**src/rtl/currentmirror_enable_sequencer_if.sv**
```systemverilog
// Signal bundle between the loop controller / mirror brick and the
// currentmirror enable sequencer.
//
// Signalling semantics: there is no valid/ready transfer on this bundle.
// Every signal is a level that the sequencer samples on each CELCLK
// rising edge. clr_fault is the one pulse: it is honoured only on an
// edge where the sequencer sits in LOCKOUT. ok_currentmirror is
// asynchronous and is synchronised inside the sequencer. All outputs
// change only on CELCLK rising edges.
interface currentmirror_enable_sequencer_if;
  logic       req;
  logic       test_mode;
  logic       clr_fault;
  logic       ok_currentmirror;
  logic       enable_currentmirror;
  logic       ten;
  logic       mirror_ready;
  logic       fault;
  logic [1:0] retry_cnt;
  logic [2:0] state;

  // Controller / brick side: drives requests and status, observes outputs.
  modport master (
    output req,
    output test_mode,
    output clr_fault,
    output ok_currentmirror,
    input  enable_currentmirror,
    input  ten,
    input  mirror_ready,
    input  fault,
    input  retry_cnt,
    input  state
  );

  // Sequencer side.
  modport slave (
    input  req,
    input  test_mode,
    input  clr_fault,
    input  ok_currentmirror,
    output enable_currentmirror,
    output ten,
    output mirror_ready,
    output fault,
    output retry_cnt,
    output state
  );
endinterface

```
**src/rtl/currentmirror_enable_sequencer.sv**
```systemverilog
// Enable sequencer for a generated currentmirror brick.
// Powers the mirror on request, waits a settle window, debounces the
// synchronised ok status, then reports ready. Dropouts in RUN cause a
// retry after a backoff window; repeated failures latch LOCKOUT until
// clr_fault or a withdrawn request. test_mode bypasses qualification.
module currentmirror_enable_sequencer #(
  parameter int SETTLE_CYCLES  = 64,
  parameter int DEBOUNCE       = 4,
  parameter int RETRY_MAX      = 3,
  parameter int BACKOFF_CYCLES = 256,
  parameter int CNT_W          = 9
) (
  input  logic                                CELCLK,
  input  logic                                CELRST,
  currentmirror_enable_sequencer_if.slave     bus
);

  localparam int DEB_W = $clog2(DEBOUNCE + 1);

  // Terminal counts: a counter equal to its *_LAST value on an edge
  // means that edge completes the window, so counters never wrap.
  localparam logic [CNT_W-1:0] SETTLE_LAST  = CNT_W'(SETTLE_CYCLES - 1);
  localparam logic [CNT_W-1:0] BACKOFF_LAST = CNT_W'(BACKOFF_CYCLES - 1);
  localparam logic [DEB_W-1:0] DEB_LAST     = DEB_W'(DEBOUNCE - 1);

  // State encoding is visible on the state port, so it is fixed here.
  typedef enum logic [2:0] {
    ST_OFF     = 3'd0,
    ST_SETTLE  = 3'd1,
    ST_CHECK   = 3'd2,
    ST_RUN     = 3'd3,
    ST_BACKOFF = 3'd4,
    ST_LOCKOUT = 3'd5,
    ST_TEST    = 3'd6
  } state_e;

  state_e           state_q, state_d;
  logic [CNT_W-1:0] cnt_q, cnt_d;       // settle / check-timeout / backoff window
  logic [DEB_W-1:0] deb_q, deb_d;       // consecutive qualifying ok_s samples
  logic [1:0]       retry_q, retry_d;   // failed attempts, saturating at 3
  logic             ok_meta_q, ok_meta_d;
  logic             ok_s_q, ok_s_d;
  logic             enable_q, enable_d;
  logic             ten_q, ten_d;
  logic             ready_q, ready_d;
  logic             fault_q, fault_d;
  logic             fail;
  logic [1:0]       retry_inc;

  // Two-flop synchroniser input for the asynchronous ok status.
  always_comb begin
    ok_meta_d = bus.ok_currentmirror;
    ok_s_d    = ok_meta_q;
  end

  // Synchroniser flops; cleared by reset so a stale ok cannot qualify.
  always_ff @(posedge CELCLK) begin
    if (CELRST) begin
      ok_meta_q <= 1'b0;
      ok_s_q    <= 1'b0;
    end else begin
      ok_meta_q <= ok_meta_d;
      ok_s_q    <= ok_s_d;
    end
  end

  // Saturating increment used when an attempt fails.
  always_comb begin
    retry_inc = (retry_q == 2'd3) ? 2'd3 : retry_q + 2'd1;
  end

  // Next-state, counter and retry logic. Priority: req low, then
  // test_mode, then clr_fault (LOCKOUT only), then normal sequencing.
  always_comb begin
    state_d = state_q;
    cnt_d   = cnt_q;
    deb_d   = deb_q;
    retry_d = retry_q;
    fail    = 1'b0;

    if (!bus.req) begin
      state_d = ST_OFF;
    end else if (bus.test_mode) begin
      state_d = ST_TEST;
    end else if (bus.clr_fault && (state_q == ST_LOCKOUT)) begin
      state_d = ST_OFF;
    end else begin
      case (state_q)
        ST_OFF: begin
          state_d = ST_SETTLE;
        end

        // ok_s is deliberately ignored while the mirror settles.
        ST_SETTLE: begin
          if (cnt_q == SETTLE_LAST) begin
            state_d = ST_CHECK;
          end else begin
            cnt_d = cnt_q + 1'b1;
          end
        end

        // Qualification wins over a timeout landing on the same edge.
        ST_CHECK: begin
          if (ok_s_q) begin
            if (deb_q == DEB_LAST) begin
              state_d = ST_RUN;
            end else begin
              deb_d = deb_q + 1'b1;
            end
          end else begin
            deb_d = '0;
          end
          if (state_d != ST_RUN) begin
            if (cnt_q == SETTLE_LAST) begin
              fail = 1'b1;
            end else begin
              cnt_d = cnt_q + 1'b1;
            end
          end
        end

        // Only a full DEBOUNCE run of low samples counts as a dropout.
        ST_RUN: begin
          if (!ok_s_q) begin
            if (deb_q == DEB_LAST) begin
              fail = 1'b1;
            end else begin
              deb_d = deb_q + 1'b1;
            end
          end else begin
            deb_d = '0;
          end
        end

        ST_BACKOFF: begin
          if (cnt_q == BACKOFF_LAST) begin
            state_d = ST_SETTLE;
          end else begin
            cnt_d = cnt_q + 1'b1;
          end
        end

        ST_LOCKOUT: begin
          state_d = ST_LOCKOUT;
        end

        // Reached only with test_mode low: leave through OFF so the
        // mirror is fully re-sequenced.
        ST_TEST: begin
          state_d = ST_OFF;
        end

        default: begin
          state_d = ST_OFF;
        end
      endcase
    end

    if (fail) begin
      retry_d = retry_inc;
      state_d = (int'(retry_inc) < RETRY_MAX) ? ST_BACKOFF : ST_LOCKOUT;
    end

    // Every state entry starts its windows from zero.
    if (state_d != state_q) begin
      cnt_d = '0;
      deb_d = '0;
    end

    // OFF clears the attempt history; a qualified RUN forgives it.
    if ((state_d == ST_OFF) || (state_d == ST_RUN)) begin
      retry_d = '0;
    end
  end

  // Output decode from the next state so the registered outputs move on
  // the same edge as the state they describe.
  always_comb begin
    enable_d = (state_d == ST_SETTLE) || (state_d == ST_CHECK) ||
               (state_d == ST_RUN)    || (state_d == ST_TEST);
    ten_d    = (state_d == ST_TEST);
    ready_d  = (state_d == ST_RUN) || ((state_d == ST_TEST) && ok_s_q);
    fault_d  = (state_d == ST_LOCKOUT);
  end

  // State, counters and output registers.
  always_ff @(posedge CELCLK) begin
    if (CELRST) begin
      state_q  <= ST_OFF;
      cnt_q    <= '0;
      deb_q    <= '0;
      retry_q  <= '0;
      enable_q <= 1'b0;
      ten_q    <= 1'b0;
      ready_q  <= 1'b0;
      fault_q  <= 1'b0;
    end else begin
      state_q  <= state_d;
      cnt_q    <= cnt_d;
      deb_q    <= deb_d;
      retry_q  <= retry_d;
      enable_q <= enable_d;
      ten_q    <= ten_d;
      ready_q  <= ready_d;
      fault_q  <= fault_d;
    end
  end

  assign bus.enable_currentmirror = enable_q;
  assign bus.ten                  = ten_q;
  assign bus.mirror_ready         = ready_q;
  assign bus.fault                = fault_q;
  assign bus.retry_cnt            = retry_q;
  assign bus.state                = state_q;

endmodule

```
**src/flat_wrapper.sv**
```systemverilog
// flat-port wrapper written by rule: the top's interface ports become plain ports
module currentmirror_enable_sequencer_flat 
#(
  parameter int SETTLE_CYCLES  = 64,
  parameter int DEBOUNCE       = 4,
  parameter int RETRY_MAX      = 3,
  parameter int BACKOFF_CYCLES = 256,
  parameter int CNT_W          = 9
)
  (CELCLK, CELRST, bus_req, bus_test_mode, bus_clr_fault, bus_ok_currentmirror, bus_enable_currentmirror, bus_ten, bus_mirror_ready, bus_fault, bus_retry_cnt, bus_state);
  currentmirror_enable_sequencer_if bus_i ();
  input  logic CELCLK;
  input  logic CELRST;
  input wire logic [$bits(bus_i.req)-1:0] bus_req;
  input wire logic [$bits(bus_i.test_mode)-1:0] bus_test_mode;
  input wire logic [$bits(bus_i.clr_fault)-1:0] bus_clr_fault;
  input wire logic [$bits(bus_i.ok_currentmirror)-1:0] bus_ok_currentmirror;
  output wire logic [$bits(bus_i.enable_currentmirror)-1:0] bus_enable_currentmirror;
  output wire logic [$bits(bus_i.ten)-1:0] bus_ten;
  output wire logic [$bits(bus_i.mirror_ready)-1:0] bus_mirror_ready;
  output wire logic [$bits(bus_i.fault)-1:0] bus_fault;
  output wire logic [$bits(bus_i.retry_cnt)-1:0] bus_retry_cnt;
  output wire logic [$bits(bus_i.state)-1:0] bus_state;
  assign bus_i.req = bus_req;
  assign bus_i.test_mode = bus_test_mode;
  assign bus_i.clr_fault = bus_clr_fault;
  assign bus_i.ok_currentmirror = bus_ok_currentmirror;
  assign bus_enable_currentmirror = bus_i.enable_currentmirror;
  assign bus_ten = bus_i.ten;
  assign bus_mirror_ready = bus_i.mirror_ready;
  assign bus_fault = bus_i.fault;
  assign bus_retry_cnt = bus_i.retry_cnt;
  assign bus_state = bus_i.state;
  currentmirror_enable_sequencer #(.SETTLE_CYCLES(SETTLE_CYCLES), .DEBOUNCE(DEBOUNCE), .RETRY_MAX(RETRY_MAX), .BACKOFF_CYCLES(BACKOFF_CYCLES), .CNT_W(CNT_W)) u_core (.CELCLK(CELCLK), .CELRST(CELRST), .bus(bus_i));
endmodule
```
**config.mk**
```make
export PLATFORM = sky130hd
export DESIGN_NAME = currentmirror_enable_sequencer_flat
export DESIGN_NICKNAME = d
export VERILOG_FILES = /design/src/rtl/currentmirror_enable_sequencer_if.sv /design/src/rtl/currentmirror_enable_sequencer.sv /design/src/flat_wrapper.sv
export SDC_FILE = /design/constraint.sdc
export NUM_CORES = 1
export LEC_CHECK = 0
export ABC_AREA = 1
export BUFFER_PORTS_ARGS = -buffer_cell sky130_fd_sc_hd__buf_2
export CORE_UTILIZATION = 61
export CTS_CLUSTER_DIAMETER = 150
export DETAILED_ROUTE_END_ITERATION = 7
export PLACE_DENSITY_LB_ADDON = 0.2
export RECOVER_POWER = 50
export SYNTH_ARGS = -nofsm -noshare
export SYNTH_HDL_FRONTEND = slang
export SYNTH_SLANG_ARGS = --single-unit
```
**constraint.sdc**
```tcl
create_clock -name CELCLK -period 4.4 [get_ports CELCLK]
set_input_delay 1.32 -clock CELCLK [delete_from_list [all_inputs] [get_ports CELCLK]]
set_output_delay 1.32 -clock CELCLK [all_outputs]
set_load 0.01 [all_outputs]
```
---- Yosys cells after proc, flatten, opt, wreduce, memory -nomap -nowiden ----
Index checks and enable logic that the tools add are counted.
word-level totals
  register bits after elaboration ......... 23
  output and inout bits ................... 9
cells by class
  add/sub/neg operators ................... 3
  magnitude comparators ................... 1
  eq/ne operators ......................... 18
  multiplexer cells ....................... 31
  bitwise logic cells ..................... 2
  reduce and logical (&&, ||, !) cells .... 15
operators by type and width
  kind                   number
  $mux W3                15
  $mux W9                3
  $pmux W9 S3            1
  $pmux W3 S6            1
  $eq A3 B2 Y1 const B   5
  $eq A3 B3 Y1 const B   4
  $add A9 B1 Y9 const B  1
  $eq A9 B6 Y1 const B   1
  $eq A9 B8 Y1 const B   1
  $mux W1                8
  $eq A3 B1 Y1 const B   2
  $logic_not A3 Y1       2
  $pmux W3 S2            1
  $reduce_and A6 Y1      1
  $logic_or A1 B1 Y1     5
  $reduce_and A4 Y1      1
  $reduce_or A2 Y1       2
  $add A3 B1 Y3 const B  1
  $ne A3 B2 Y1 const B   1
  $ne A3 B3 Y1           1
  $reduce_bool A3 Y1     1
  $add A2 B1 Y2 const B  1
  $eq A2 B2 Y1 const B   1
  $logic_and A1 B1 Y1    2
  other kinds (7)        8

---- Depth between registers and ports, before layout ----
  word-level depth ........................ 18
  depth in mapped cells ................... 18

---- Worst setup path after synthesis ----
No wires, ideal clock.
  kind .................................... input to register
  start ................................... input port bus_clr_fault
  end ..................................... register u_core.deb_q[1]
  arrival time ............................ 2.241 ns
  data required time ...................... 4.284 ns
  setup slack ............................. 2.043 ns
  cell stages on the path ................. 11
  cells stage by stage .................... nand4_1 > nand3_1 > nor2_1 > nand2_1 > nand2_4 > nand2_4 > nand2_1 > nand2_1 > nand3_2 > buf_6 > nor2_2
on the way
  word-level cells in the longest chain between the ends .. 7
RTL lines
  what                                       line                                   source
  start: declaration                         flat_wrapper.sv:16                     input wire logic [$bits(bus_i.clr_fault)-1:0] bus_clr_fault;
  $logic_and A1 B1 Y1 *                      currentmirror_enable_sequencer.sv:85   end else if (bus.clr_fault && (state_q == ST_LOCKOUT)) begin
  $mux W3 / $mux W1 (equally long branches)  currentmirror_enable_sequencer.sv:85
  $mux W3 / $mux W1 (equally long branches)  currentmirror_enable_sequencer.sv:83   end else if (bus.test_mode) begin
  $mux W3 / $mux W1 (equally long branches)  currentmirror_enable_sequencer.sv:81   if (!bus.req) begin
  $mux W3                                    currentmirror_enable_sequencer.sv:159  if (fail) begin
  $ne A3 B3 Y1                               currentmirror_enable_sequencer.sv:165  if (state_d != state_q) begin
  $reduce_or A2 Y1 (no source line)          n/a
  end signal: assignment                     currentmirror_enable_sequencer.sv:191  deb_q <= '0;
  end signal: assignment                     currentmirror_enable_sequencer.sv:200  deb_q <= deb_d;
  end: declaration                           currentmirror_enable_sequencer.sv:39   logic [DEB_W-1:0] deb_q, deb_d;
Every way passes the cells marked *; elsewhere a longest branch is shown, timed or not.
A chain may end at the register's enable or synchronous reset.

---- Final worst setup path ----
  start ................................... input port bus_clr_fault
  end ..................................... register u_core.cnt_q[4]
on the way
  word-level cells in the longest chain between the ends .. 7
RTL lines
  what                                       line                                   source
  $logic_and A1 B1 Y1 *                      currentmirror_enable_sequencer.sv:85
  $mux W3 / $mux W1 (equally long branches)  currentmirror_enable_sequencer.sv:85
  $mux W3 / $mux W1 (equally long branches)  currentmirror_enable_sequencer.sv:83
  $mux W3 / $mux W1 (equally long branches)  currentmirror_enable_sequencer.sv:81
  $mux W3                                    currentmirror_enable_sequencer.sv:159
  $ne A3 B3 Y1                               currentmirror_enable_sequencer.sv:165
  $reduce_or A2 Y1 (no source line)          n/a
  end signal: assignment                     currentmirror_enable_sequencer.sv:199  cnt_q <= cnt_d;
  end: declaration                           currentmirror_enable_sequencer.sv:38   logic [CNT_W-1:0] cnt_q, cnt_d;
Marked as above.

==> flow_summary.json <==
{
  "num_io_pins": 15,
  "port_buffers": 14,
  "synth_top_family_by_area": "simple AND/OR/NAND/NOR gates",
  "synthAdderAreaFrac_pct": 2.725,
  "antenna_found_initial": 0,
  "synthArstFlopShare_pct": 0,
  "ctsHoldBuffers": 0,
  "syn_avg_cell_area_um2": 6.820,
  "synth_warnings": 0,
  "synth_edf_count": 0,
  "p_per_area_nw_per_um2": 244.8,
  "fin_crit_sh_pct": 61.50,
  "die_h_um": 49.52,
  "via_per_inst": 4.963,
  "synth_cells": 202,
  "setup_tns_ns": 0,
  "dp.cells": 239,
  "ant_nets": 0,
  "grt_start_max_net_pins": 14,
  "synthesis.area_um2": 1378,
  "synth_top_area_share_pct": 33.42,
  "cts_tree": "built",
  "synthXorXnorAreaFrac_pct": 5.086,
  "overflow": 0,
  "hold_class": "flop to flop",
  "grt_pass1_vias": 1089,
  "hold_viol": 0,
  "gp_congestion": 0.8198,
  "ys_seq_area_share_pct": 33.42,
  "wl_per_cell_um": 10.07,
  "synth_compound_area_share_pct": 4.178,
  "clock_skew_ns": 0.005166,
  "cp-start-kind": "input pin",
  "synthMuxAreaShare_pct": 0,
  "rsz0062_at_grt": "no",
  "cts_resized": 0,
  "grt_use_total_pct": 22.42,
  "final_util_pct": 70.47,
  "ff2ff_setup_slack_ns": 1.90,
  "final_cells": 243,
  "cts-htree-levels": 1,
  "drt_iter0_drc": 20,
  "post_synth_num_cell_types": 24,
  "outcome": "finished, final reports clean",
  "synthFlopType": "dfxtp_1",
  "finalNetCount": 226,
  "p_total_uw": 352.3,
  "numCtsBuffers": 3,
  "dp_hpwl_mm": 1.930,
  "antenna_cells": 0,
  "post-place-ws_ns": 1.628,
  "coreArea_um2": 2042,
  "drc": 0,
  "die_x_um": 49.52,
  "criticalPathCategory": "input pin to flop",
  "tightest_slew_ns": 0.4415,
  "layout-drive-gt1-share_pct": 14.81,
  "required_ns": 4.64,
  "synth-seq-cells": 23,
  "cts_setup_buffers": 0,
  "finalCriticalPeriod_ns": 2.706,
  "ys_top_cells_by_area": "dfxtp_1 33%, nand2_1 11%, inv_1 9.8%",
  "total_leakage_power_nw": 0.6600,
  "synth_commonest_cells": "41 x nand2_1, 36 x inv_1, 24 x nor2_1, 23 x dfxtp_1, 19 x nand3_1",
  "slew_violations": 0,
  "drv_cap": 0,
  "core.rowCount": 16,
  "drt_wl_total_mm": 2.447,
  "yosys.area.top_type": "dfxtp_1",
  "report.final.setup_viol": 0,
  "area_growth_pct": 4.451,
  "synth.most_common_cell": "nand2_1",
  "cts_num_sinks": 23,
  "crit_arrival_ns": 2.94,
  "fin_ws_ns": 1.694,
  "ir_drop_mv": 0.1745,
  "routed-via-count": 1206,
  "synthSimpleGateAreaFrac_pct": 40.96,
  "relSlewSlack_pct": 70.53,
  "fmax_mhz": 369.5,
  "clk_pin_slew_ns": 0.12,
  "end_kind": "flop",
  "dr.pass1.iters": 4,
  "cts_buffer_depth": 2,
  "cts.root.buffer_cell": "clkbuf_4",
  "cp_max_fo": 12,
  "clk_latency_ns": 0.30,
  "syn_nets": 211,
  "grt_pass1_wl_mm": 4.291,
  "initial_utilization_pct": 67.46,
  "dieArea_um2": 2452
}
power breakdown:
part / switching [mW] / internal, mW
registers: 0.00463 / 0.212
clock network: 0.0581 / 0.0353
logic: 0.0285 / 0.0140
total: 0.0912 / 0.261
per-layer routing:
metal	GRT usage, %	routed length, µm	up-vias
li1	-	-	641
met1	26.20	1099	524
met2	39.64	1187	33
met3	4.012	107	8
met4	9.524	52	0
met5	0	0	-
final timing paths:
| check | end | cells after the start | start |
|---|---|---|---|
| setup / recovery | u_core.cnt_q[4]$_SDFFE_PP0P_ | 11 | bus_clr_fault |
| hold / removal | u_core.ok_s_q$_SDFF_PP0_ | 2 | u_core.ok_meta_q$_SDFF_PP0_ |
| setup reg to reg | u_core.cnt_q[4]$_SDFFE_PP0P_ | 17 | u_core.cnt_q[0]$_SDFFE_PP0P_ |
| hold reg to reg | u_core.ok_s_q$_SDFF_PP0_ | 2 | u_core.ok_meta_q$_SDFF_PP0_ |
sequential cells by signal, indices dropped and copies added, names as in the netlist:
signal and cells:
u_core.bus.enable_currentmirror 1, u_core.bus.fault 1, u_core.bus.mirror_ready 1, u_core.bus.retry_cnt 2
u_core.bus.state 3, u_core.bus.ten 1, u_core.cnt_q 9, u_core.deb_q 3
u_core.ok_meta_q 1, u_core.ok_s_q 1
logic make-up after synthesis:
group                      after synthesis
DFF                                     23
and+or+nand+nor                        114
adders and majority gates                3
AOI/OAI and AO/OA                       11
xor gates and xnor gates                 8
buffers and inverters                   43
critical path, stage by stage:
cell and delay (ns):
buf_2 0.08, nand4_1 0.11, nand3_1 0.18, inv_1 0.09, nand2_1 0.26, nand2_4 0.07, nand2_1 0.18, nand2_1 0.08
nand2_1 0.08, nand3_2 0.31, nor2_1 0.19
final cells by class:
type | count | area [µm²]
multi-input cells | 136 | 711.9
well taps | 27 | 33.78
repair buffers | 14 | 60.06
inverters | 39 | 146.4
clock buffers | 4 | 26.28
flip-flops and latches | 23 | 460.4
fillers | 177 | 603.1
placed cells by master, fill, tap and decap left out, types with 4 or more instances in the layout:
| cell type | n |
|---|---|
| nand3_1 | 19 |
| nand3_2 | 4 |
| inv_1 | 38 |
| nor2_1 | 25 |
| nor2_2 | 12 |
| clkbuf_1 | 9 |
| xor2_1 | 5 |
| dfxtp_1 | 23 |
| buf_2 | 6 |
| o21ai_0 | 6 |
| nand2_1 | 43 |
per-stage QoR:
stage | cell area, µm² | hold WS (ns)
detailed placement | 1440 | 0.3995
finish | 1439 | 0.4118
CTS | 1466 | 0.4167
global placement | 1440 | 0.3910
floorplan | 1378 | 0.3883
global route | 1439 | 0.4286
Power figures use the tool's default switching activity.
